### src/rtl/affine_pkg.sv
// rtl/affine_pkg.sv - sequencer state encoding and default affine coefficients
package affine_pkg;

  typedef enum logic [3:0] {
    IDLE, M1, M2, A1, A2, M3, M4, A3, A4, DONE
  } state_e;

  localparam int DEF_N   = 8;
  localparam int DEF_A11 = 96;
  localparam int DEF_A12 = 64;
  localparam int DEF_A21 = -64;
  localparam int DEF_A22 = 96;
  localparam int DEF_B1  = 20;
  localparam int DEF_B2  = -20;

endpackage

### src/rtl/alu_pkg.sv
// rtl/alu_pkg.sv - shared picoMIPS ALU function codes
package alu_pkg;

  localparam logic RADD = 1'b0;
  localparam logic RMUL = 1'b1;

endpackage

### src/rtl/affine_seq.sv
// rtl/affine_seq.sv - drives the shared ALU one op per cycle to compute a 2-D affine map
module affine_seq
  import affine_pkg::*;
  import alu_pkg::*;
#(
  parameter int N   = DEF_N,
  parameter int A11 = DEF_A11,
  parameter int A12 = DEF_A12,
  parameter int A21 = DEF_A21,
  parameter int A22 = DEF_A22,
  parameter int B1  = DEF_B1,
  parameter int B2  = DEF_B2
) (
  input  logic         clk,
  input  logic         reset,
  input  logic         start,
  input  logic [N-1:0] x_in,
  input  logic [N-1:0] y_in,
  output logic         busy,
  output logic         done,
  output logic [N-1:0] x_out,
  output logic [N-1:0] y_out,
  output logic [N-1:0] alu_a,
  output logic [N-1:0] alu_b,
  output logic         alu_func,
  input  logic [N-1:0] alu_result
);

  localparam logic [N-1:0] A11_V = N'(A11);
  localparam logic [N-1:0] A12_V = N'(A12);
  localparam logic [N-1:0] A21_V = N'(A21);
  localparam logic [N-1:0] A22_V = N'(A22);
  localparam logic [N-1:0] B1_V  = N'(B1);
  localparam logic [N-1:0] B2_V  = N'(B2);

  state_e       state_q, state_d;
  logic [N-1:0] x_q, x_d, y_q, y_d;
  logic [N-1:0] t0_q, t0_d, t1_q, t1_d;
  logic [N-1:0] x_out_q, x_out_d, y_out_q, y_out_d;

  always_ff @(posedge clk or posedge reset) begin
    if (reset) begin
      state_q <= IDLE;
      x_q     <= '0;
      y_q     <= '0;
      t0_q    <= '0;
      t1_q    <= '0;
      x_out_q <= '0;
      y_out_q <= '0;
    end else begin
      state_q <= state_d;
      x_q     <= x_d;
      y_q     <= y_d;
      t0_q    <= t0_d;
      t1_q    <= t1_d;
      x_out_q <= x_out_d;
      y_out_q <= y_out_d;
    end
  end

  // Each state issues one ALU op; its result is captured on the edge leaving the state.
  always_comb begin
    state_d  = state_q;
    x_d      = x_q;
    y_d      = y_q;
    t0_d     = t0_q;
    t1_d     = t1_q;
    x_out_d  = x_out_q;
    y_out_d  = y_out_q;
    alu_a    = '0;
    alu_b    = '0;
    alu_func = RADD;
    busy     = 1'b1;
    done     = 1'b0;
    case (state_q)
      IDLE: begin
        busy = 1'b0;
        if (start) begin
          state_d = M1;
          x_d     = x_in;
          y_d     = y_in;
        end
      end
      M1: begin
        alu_func = RMUL; alu_a = A11_V; alu_b = x_q;
        t0_d = alu_result; state_d = M2;
      end
      M2: begin
        alu_func = RMUL; alu_a = A12_V; alu_b = y_q;
        t1_d = alu_result; state_d = A1;
      end
      A1: begin
        alu_a = t0_q; alu_b = t1_q;
        t0_d = alu_result; state_d = A2;
      end
      A2: begin
        alu_a = t0_q; alu_b = B1_V;
        x_out_d = alu_result; state_d = M3;
      end
      M3: begin
        alu_func = RMUL; alu_a = A21_V; alu_b = x_q;
        t0_d = alu_result; state_d = M4;
      end
      M4: begin
        alu_func = RMUL; alu_a = A22_V; alu_b = y_q;
        t1_d = alu_result; state_d = A3;
      end
      A3: begin
        alu_a = t0_q; alu_b = t1_q;
        t0_d = alu_result; state_d = A4;
      end
      A4: begin
        alu_a = t0_q; alu_b = B2_V;
        y_out_d = alu_result; state_d = DONE;
      end
      DONE: begin
        busy    = 1'b0;
        done    = 1'b1;
        state_d = IDLE;
      end
      default: begin
        busy    = 1'b0;
        state_d = IDLE;
      end
    endcase
  end

  assign x_out = x_out_q;
  assign y_out = y_out_q;

endmodule

### config.mk
export PLATFORM = sky130hd
export DESIGN_NAME = affine_seq
export DESIGN_NICKNAME = d
export VERILOG_FILES = /design/src/rtl/affine_pkg.sv /design/src/rtl/alu_pkg.sv /design/src/rtl/affine_seq.sv
export SDC_FILE = /design/constraint.sdc
export NUM_CORES = 1
export LEC_CHECK = 0
export ABC_CLOCK_PERIOD_IN_PS = 1950
export BUFFER_PORTS_ARGS = -buffer_cell sky130_fd_sc_hd__buf_2
export CAP_MARGIN = 20
export CORE_UTILIZATION = 53
export DETAILED_ROUTE_END_ITERATION = 16
export PLACE_DENSITY = 0.91
export SLEW_MARGIN = 0
export SYNTH_ARGS = -nofsm -noshare
export SYNTH_HDL_FRONTEND = slang
export SYNTH_SLANG_ARGS = --single-unit
### constraint.sdc
create_clock -name clk -period 1.95 [get_ports clk]
set_input_delay 0.39 -clock clk [delete_from_list [all_inputs] [get_ports clk]]
set_output_delay 0.39 -clock clk [all_outputs]
set_load 0.05 [all_outputs]
==> summary.md, run 1 <==
| Metric | Value |
|---|---|
| Status | finished with violations |
| Failing checks | setup timing |
| Total gr overflow | 0 |
| Multi-input gate area | 1230 µm² |
| Avg Cell Area, Syn | 13.7 µm² |
| Worst-path clk slew | 0.10 ns |
| Area Overhead vs Synth | 42.1% |
| Layout Utilization | 0.795 |
| Flops & latches, synth | 52 |
| RSZ-0062 raised after global routing | true |
| Fill count | 226 |
| Startpoint Class | flip-flop |
| Post-DR wirelength/cell | 22.2 µm |
| Share of post-route cells with drive strength above 1 | 0.721 |
| Worst Skew | 0.0180 ns |
| # hold bufs at CTS | 0 |
| Clock tree root buffer cell | clkbuf_8 |
| Post-Synthesis Cells | 181 |
| DR pass1 iterations | 4 |
| Clk Latency, worst-skew pair | 0.32 ns |
| Final slew viol count | 0 |
| Clock Sinks | 52 |
| Adder-cell share of the synthesized area | 0 |
| Top cells by area, synth | dfrtp_1, mux2_2, mux2_4 |
| Cell variety after synth | 37 |
| TritonCTS Buffers | 5 |
| Detailed placement HPWL | 3.88 mm |
| Die Span Y | 70.3 µm |
| Yosys top cell area share | 0.527 |
| Synth cell count leaders | dfrtp_1, mux2_2, mux2_4 |
| Main synth FF type | dfrtp_1 |
| Max cap viols | 0 |
| Crit path cell chain | buf_4 -> buf_12 -> mux2i_4 -> nor2_1 -> a211o_1 -> buf_6 |
| Sequential cell area | 1310 µm² |
| Number of synthesized flops with an enable pin | 0 |
| Worst setup path class | reg2out |
| Crit-path max cell delay | 0.43 ns |
| Fin area | 3510 µm² |
| Synth area leader | dfrtp_1 |
| Via Count | 1962 |
| TritonCTS clock tree | built |
| Crit path required time | 1.56 ns |
| Synthesis Warnings | 0 |
| Largest family of logic cells by synthesized area | multiplexers |
| Initial drt markers | 145 |
| Period utilization | 1.13 |
| Most numerous cell in the Yosys netlist | dfrtp_1 |
| Worst-path maximum fanout | 5 |
| Number of diodes | 0 |
| Vias per cell | 5.98 |
| Slowest CP cell | dfrtp_2 |
| Total global-route track usage | 0.281 |
| Proportion of synthesized area in mux cells | 0.266 |
| Setup ws final | -0.249 ns |
| Core box area | 4410 µm² |
| CTS max path bufs | 2 |
| DRC viols | 0 |
| I/O pin count | 62 |
| Simple-Gate Fraction of Synth Area | 0.0942 |
| Highest clock rate | 455 MHz |
| Sequential area share after synthesis | 0.527 |
| Initial core utilization | 0.560 |
| Final setup violation count | 18 |
| Antenna viol nets, final | 0 |
| Crit end category | output pin |
| Initial antenna violation count | 0 |
| RePlAce Congestion | 0.794 |
| Cell row count | 24 |
| Port bufs | 61 |
| Mapped Nets | 208 |
| Nets | 302 |
| Post-Syn Area | 2470 µm² |
| Slew headroom | 0.614 |
| First-pass GRT wire length | 10.2 mm |
| Crit path time final | 2.20 ns |
| HP Class | in2async |
| Fraction of registers with async set or reset after synthesis | 1.00 |
| XOR/XNOR share of the synthesized area | 0.00709 |
| Largest net degree at the start of global routing | 33 |
| Die width | 70.3 µm |
| Cell Area, Placed | 2990 µm² |
| H-tree levels | 2 |
| Die ar. | 4940 µm² |
| Least-Margin Pin Slew | 0.578 ns |
| Post-Route WL | 7.29 mm |
| Critical Path AT | 1.81 ns |
| Vias in the first global route | 2025 |
| Final Hold Fails | 0 |
| Compound-Gate Fraction of Synth Area | 0.0643 |
## flip-flops by register name (all words and copies together) (netlist names)
name,cells
y_out,8
x_out,8
x_q,8
state_q,4
t0_q,8
y_q,8
t1_q,8
## critical path, delay by kind of cell, from the launching register on
| family | cells | cell delay [ns] |
|---|---|---|
| AO/OA/AOI/OAI | 1 | 0.31 |
| multiplexers | 1 | 0.22 |
| AND/OR/NAND/NOR | 1 | 0.06 |
| flip-flops | 1 | 0.43 |
| buffers and inverters | 3 | 0.48 |
## worst paths after layout
| path | from | endpoint | slack (ns) | depth (start not counted) |
|---|---|---|---|---|
| max | state_q[1] | alu_b[2] | -0.25 | 6 |
| min | reset | y_q[6] | 0.07 | 2 |
| min in group clk | x_in[1] | x_q[1] | 0.29 | 2 |
| min reg2reg | x_out[1] | x_out[1] | 0.51 | 1 |
| max reg2reg | state_q[1] | y_q[3] | 0.08 | 8 |
| max in group asynchronous | reset | state_q[2] | 1.31 | 3 |
## area by class of cell
class	count	share of cell area
multi-input combinational	115	0.352
clock inverter	2	0.00392
clock buffer	6	0.0207
inverter	2	0.00214
sequential	52	0.372
tap	52	0.0185
timing repair buffer	99	0.231
## routing by layer
| metal | vias to the layer above | part of all wire | track usage |
|---|---|---|---|
| met5 | - | 0 | 0 |
| met3 | 21 | 0.070 | 0.120 |
| li1 | 841 | - | - |
| met1 | 1006 | 0.37 | 0.321 |
| met4 | 0 | 0.034 | 0.113 |
| met2 | 94 | 0.52 | 0.460 |
## metrics by stage
step | TNS, ns | hold slack (ns) | std cells | setup slack (ns)
6_report | -3.19 | 0.0704 | 328 | -0.249
5_1_grt | -3.90 | 0.0933 | 328 | -0.294
4_1_cts | -2.42 | 0.0849 | 318 | -0.191
3_5_place_dp | -0.00836 | 0.429 | 300 | -0.00836
3_3_place_gp | 0 | 0.424 | 300 | 0.0740
2_1_floorplan | -0.145 | 0.470 | 181 | -0.127
## cells in the final DEF (no fill, tap or decap), types with 2 or more instances in the layout
master / synthesis / layout
mux2_2: 41 / 39
mux2i_1: 6 / 5
nor2_2: 0 / 3
buf_8: 0 / 2
a22oi_2: 0 / 2
buf_6: 4 / 22
and2_2: 0 / 5
buf_12: 0 / 4
a31oi_1: 4 / 3
nand2b_1: 3 / 3
a211oi_2: 0 / 2
nand2_2: 0 / 2
nand2_1: 6 / 4
nor2_1: 8 / 4
clkbuf_8: 0 / 5
o21ai_2: 0 / 6
dfrtp_1: 52 / 48
dfrtp_2: 0 / 4
buf_4: 5 / 27
buf_2: 2 / 42
nor4b_4: 1 / 3
mux2_4: 9 / 11
## what timing repair did
item                                    in CTS  in global routing
endpoints found under the hold margin        0                  0
gates cloned                                 1                  1
pin swaps                                    3                  4
endpoints found under the setup margin      19                 35
resized for setup                           51                 20
buffers inserted                             9                 10
## cell families (layout without fill, tap and decap cells)
group | Yosys count | in the layout
muxes | 56 | 56
DFF | 52 | 52
and+or+nand+nor | 34 | 34
AOI/OAI and AO/OA | 23 | 23
buffers and inverters | 14 | 109
xor gates and xnor gates | 2 | 2
Power of run 1 is not shown: default switching activity piles up to over one toggle a cycle in this logic, so the estimate is an artifact.
==> run 2: changes to the inputs <==
- ABC_AREA: not set -> 1
- ABC_CLOCK_PERIOD_IN_PS: 1950 -> 2700
- CORE_UTILIZATION: 53 -> 55
- PLACE_DENSITY: 0.91 -> 0.94
- SKIP_LAST_GASP: not set -> 1
- clock period: 1.95 -> 2.7 ns (I/O delays scaled with it)
==> run 2 against run 1 <==
The flow now finishes without violations. Critical path type unchanged. Die area shrank 11%. Routed wire length shrank 27%. Critical path depth grew 1. Hold slack gained 0.18 ns. Highest routed layer unchanged. Largest cell class unchanged.
==> summary.md, run 2 <==
| Metric | Value |
|---|---|
| Fill count | 293 |
| Crit path cell chain | inv_2 -> nor2_1 -> nand2_1 -> nand3_2 -> nor2_1 -> nor2_1 -> buf_2 |
| Avg Cell Area, Syn | 8.54 µm² |
| Crit path required time | 2.16 ns |
| Synthesis Warnings | 0 |
| DR pass1 iterations | 5 |
| Initial antenna violation count | 0 |
| Share of post-route cells with drive strength above 1 | 0.255 |
| Slew headroom | 0.634 |
| Leading cell types in the layout, fill and taps excluded | nand2_1, buf_2, dfrtp_1 |
| Area Overhead vs Synth | 19.2% |
| Initial drt markers | 167 |
| CTS max path bufs | 2 |
| RSZ-0062 raised after global routing | false |
| Antenna viol nets, final | 0 |
| Most used cell, CP | nor2_1 |
| Mapped Nets | 293 |
| TritonCTS Buffers | 5 |
| TritonCTS clock tree | built |
| H-tree levels | 2 |
| Die width | 66.3 µm |
| Post-Route WL | 5.33 mm |
| Period utilization | 0.916 |
| Initial core utilization | 0.598 |
| Buf/Inv on CP | 2 |
| Flops & latches, synth | 52 |
| Core box area | 3800 µm² |
| Post-Syn Area | 2270 µm² |
| Clock tree root buffer cell | clkbuf_8 |
| Slowest CP cell | dfrtp_1 |
| Crit-path max cell delay | 0.45 ns |
| Worst-path clk slew | 0.09 ns |
| Crit end category | output pin |
| Most numerous cell in the Yosys netlist | nand2_1 |
| Final slew viol count | 0 |
| DRC viols | 0 |
| Number of diodes | 0 |
| Worst path top cell family by delay | simple AND/OR/NAND/NOR gates |
| Top cells by area, synth | dfrtp_1, nand2_1, o21ai_0 |
| Startpoint Class | flip-flop |
| HP Class | in2async |
| Least-Margin Pin Slew | 0.549 ns |
| Vias per cell | 5.41 |
| I/O pin count | 62 |
| Post-DR wirelength/cell | 14.1 µm |
| Largest net degree at the start of global routing | 53 |
| Highest clock rate | 404 MHz |
| Sequential area share after synthesis | 0.573 |
| Total global-route track usage | 0.280 |
| RePlAce Congestion | 0.818 |
| Clock Sinks | 52 |
| Die ar. | 4390 µm² |
| Cell variety after synth | 23 |
| # hold bufs at CTS | 0 |
| Number of synthesized flops with an enable pin | 0 |
| Port bufs | 61 |
| Max cap viols | 0 |
| Crit path time final | 2.47 ns |
| Fin Setup TNS | 0 ns |
| Cell row count | 22 |
| Status | finished, final reports clean |
| First-pass GRT wire length | 8.84 mm |
| Die Span Y | 66.3 µm |
| Resized cells post-CTS | 0 |
| Critical Path AT | 1.93 ns |
| Detailed placement HPWL | 3.68 mm |
| Post-CTS setup buffers | 0 |
| Commonest non-fill, non-tap cell in the layout | nand2_1 |
| Vias in the first global route | 1860 |
| Synth area leader | dfrtp_1 |
| Via Count | 2040 |
| Nets | 355 |
| Fraction of registers with async set or reset after synthesis | 1.00 |
| Worst setup path class | reg2out |
| Final Hold Fails | 0 |
| Worst-path maximum fanout | 12 |
| Total gr overflow | 0 |
| Synth cell count leaders | nand2_1, dfrtp_1, o21ai_0 |
| Clk Latency, worst-skew pair | 0.31 ns |
| Final setup violation count | 0 |
| Yosys top cell area share | 0.573 |
| Worst Skew | 0.00956 ns |
| Post-Synthesis Cells | 266 |
| Main synth FF type | dfrtp_1 |
-- run 2: kinds of logic (layout without fill, tap and decap cells) --
group / after synthesis / after routing / share of synthesized area
compound gates: 56 / 56 / 0.127
buf+inv: 35 / 98 / 0.0677
flops: 52 / 52 / 0.573
simple gates: 123 / 123 / 0.233
-- run 2: path summary, 6_finish.rpt --
| check | start | to | slack, ns | cells after the start |
|---|---|---|---|---|
| setup / recovery | state_q[3] | alu_a[6] | 0.23 | 7 |
| hold / removal | reset | t0_q[0] | 0.25 | 3 |
| max in group asynchronous | reset | y_q[5] | 2.22 | 3 |
| min in group clk | y_in[6] | y_q[6] | 0.42 | 3 |
| setup reg to reg | state_q[1] | y_out[1] | 1.23 | 5 |
| hold reg to reg | t0_q[5] | t0_q[5] | 0.49 | 2 |
-- run 2: worst min-delay path, delay by kind of cell --
kind | cells | cell delay, ns
buf+inv | 3 | 0.42
-- run 2: cell type report --
type,count,area (µm²),share of cell area
Sequential cell,52,1300,0.480
Multi-Input combinational cell,179,817,0.302
Timing Repair Buffer,64,340,0.126
Inverter,26,97.6,0.0360
Clock buffer,6,82.6,0.0305
Tap cell,48,60.1,0.0222
Clock inverter,2,10.0,0.00370
-- run 2: routing by layer --
layer	part of all wire	track usage
met1	0.43	0.359
met4	0.019	0.101
met5	0	0
met3	0.049	0.0603
met2	0.51	0.466
-- run 2: stage by stage --
stage	instances	setup WS, ns	instance area (µm²)	utilization	hold WS, ns
after floorplan	266	0.145	2270	-	0.453
after global placement	369	0.625	2620	0.689	0.465
after detailed placement	369	0.570	2620	0.689	0.474
after CTS	377	0.226	2710	0.713	0.270
after global routing	377	0.0790	2710	0.713	0.277
final	377	0.227	2710	0.713	0.251
Power of run 2 is left out for the same reason.
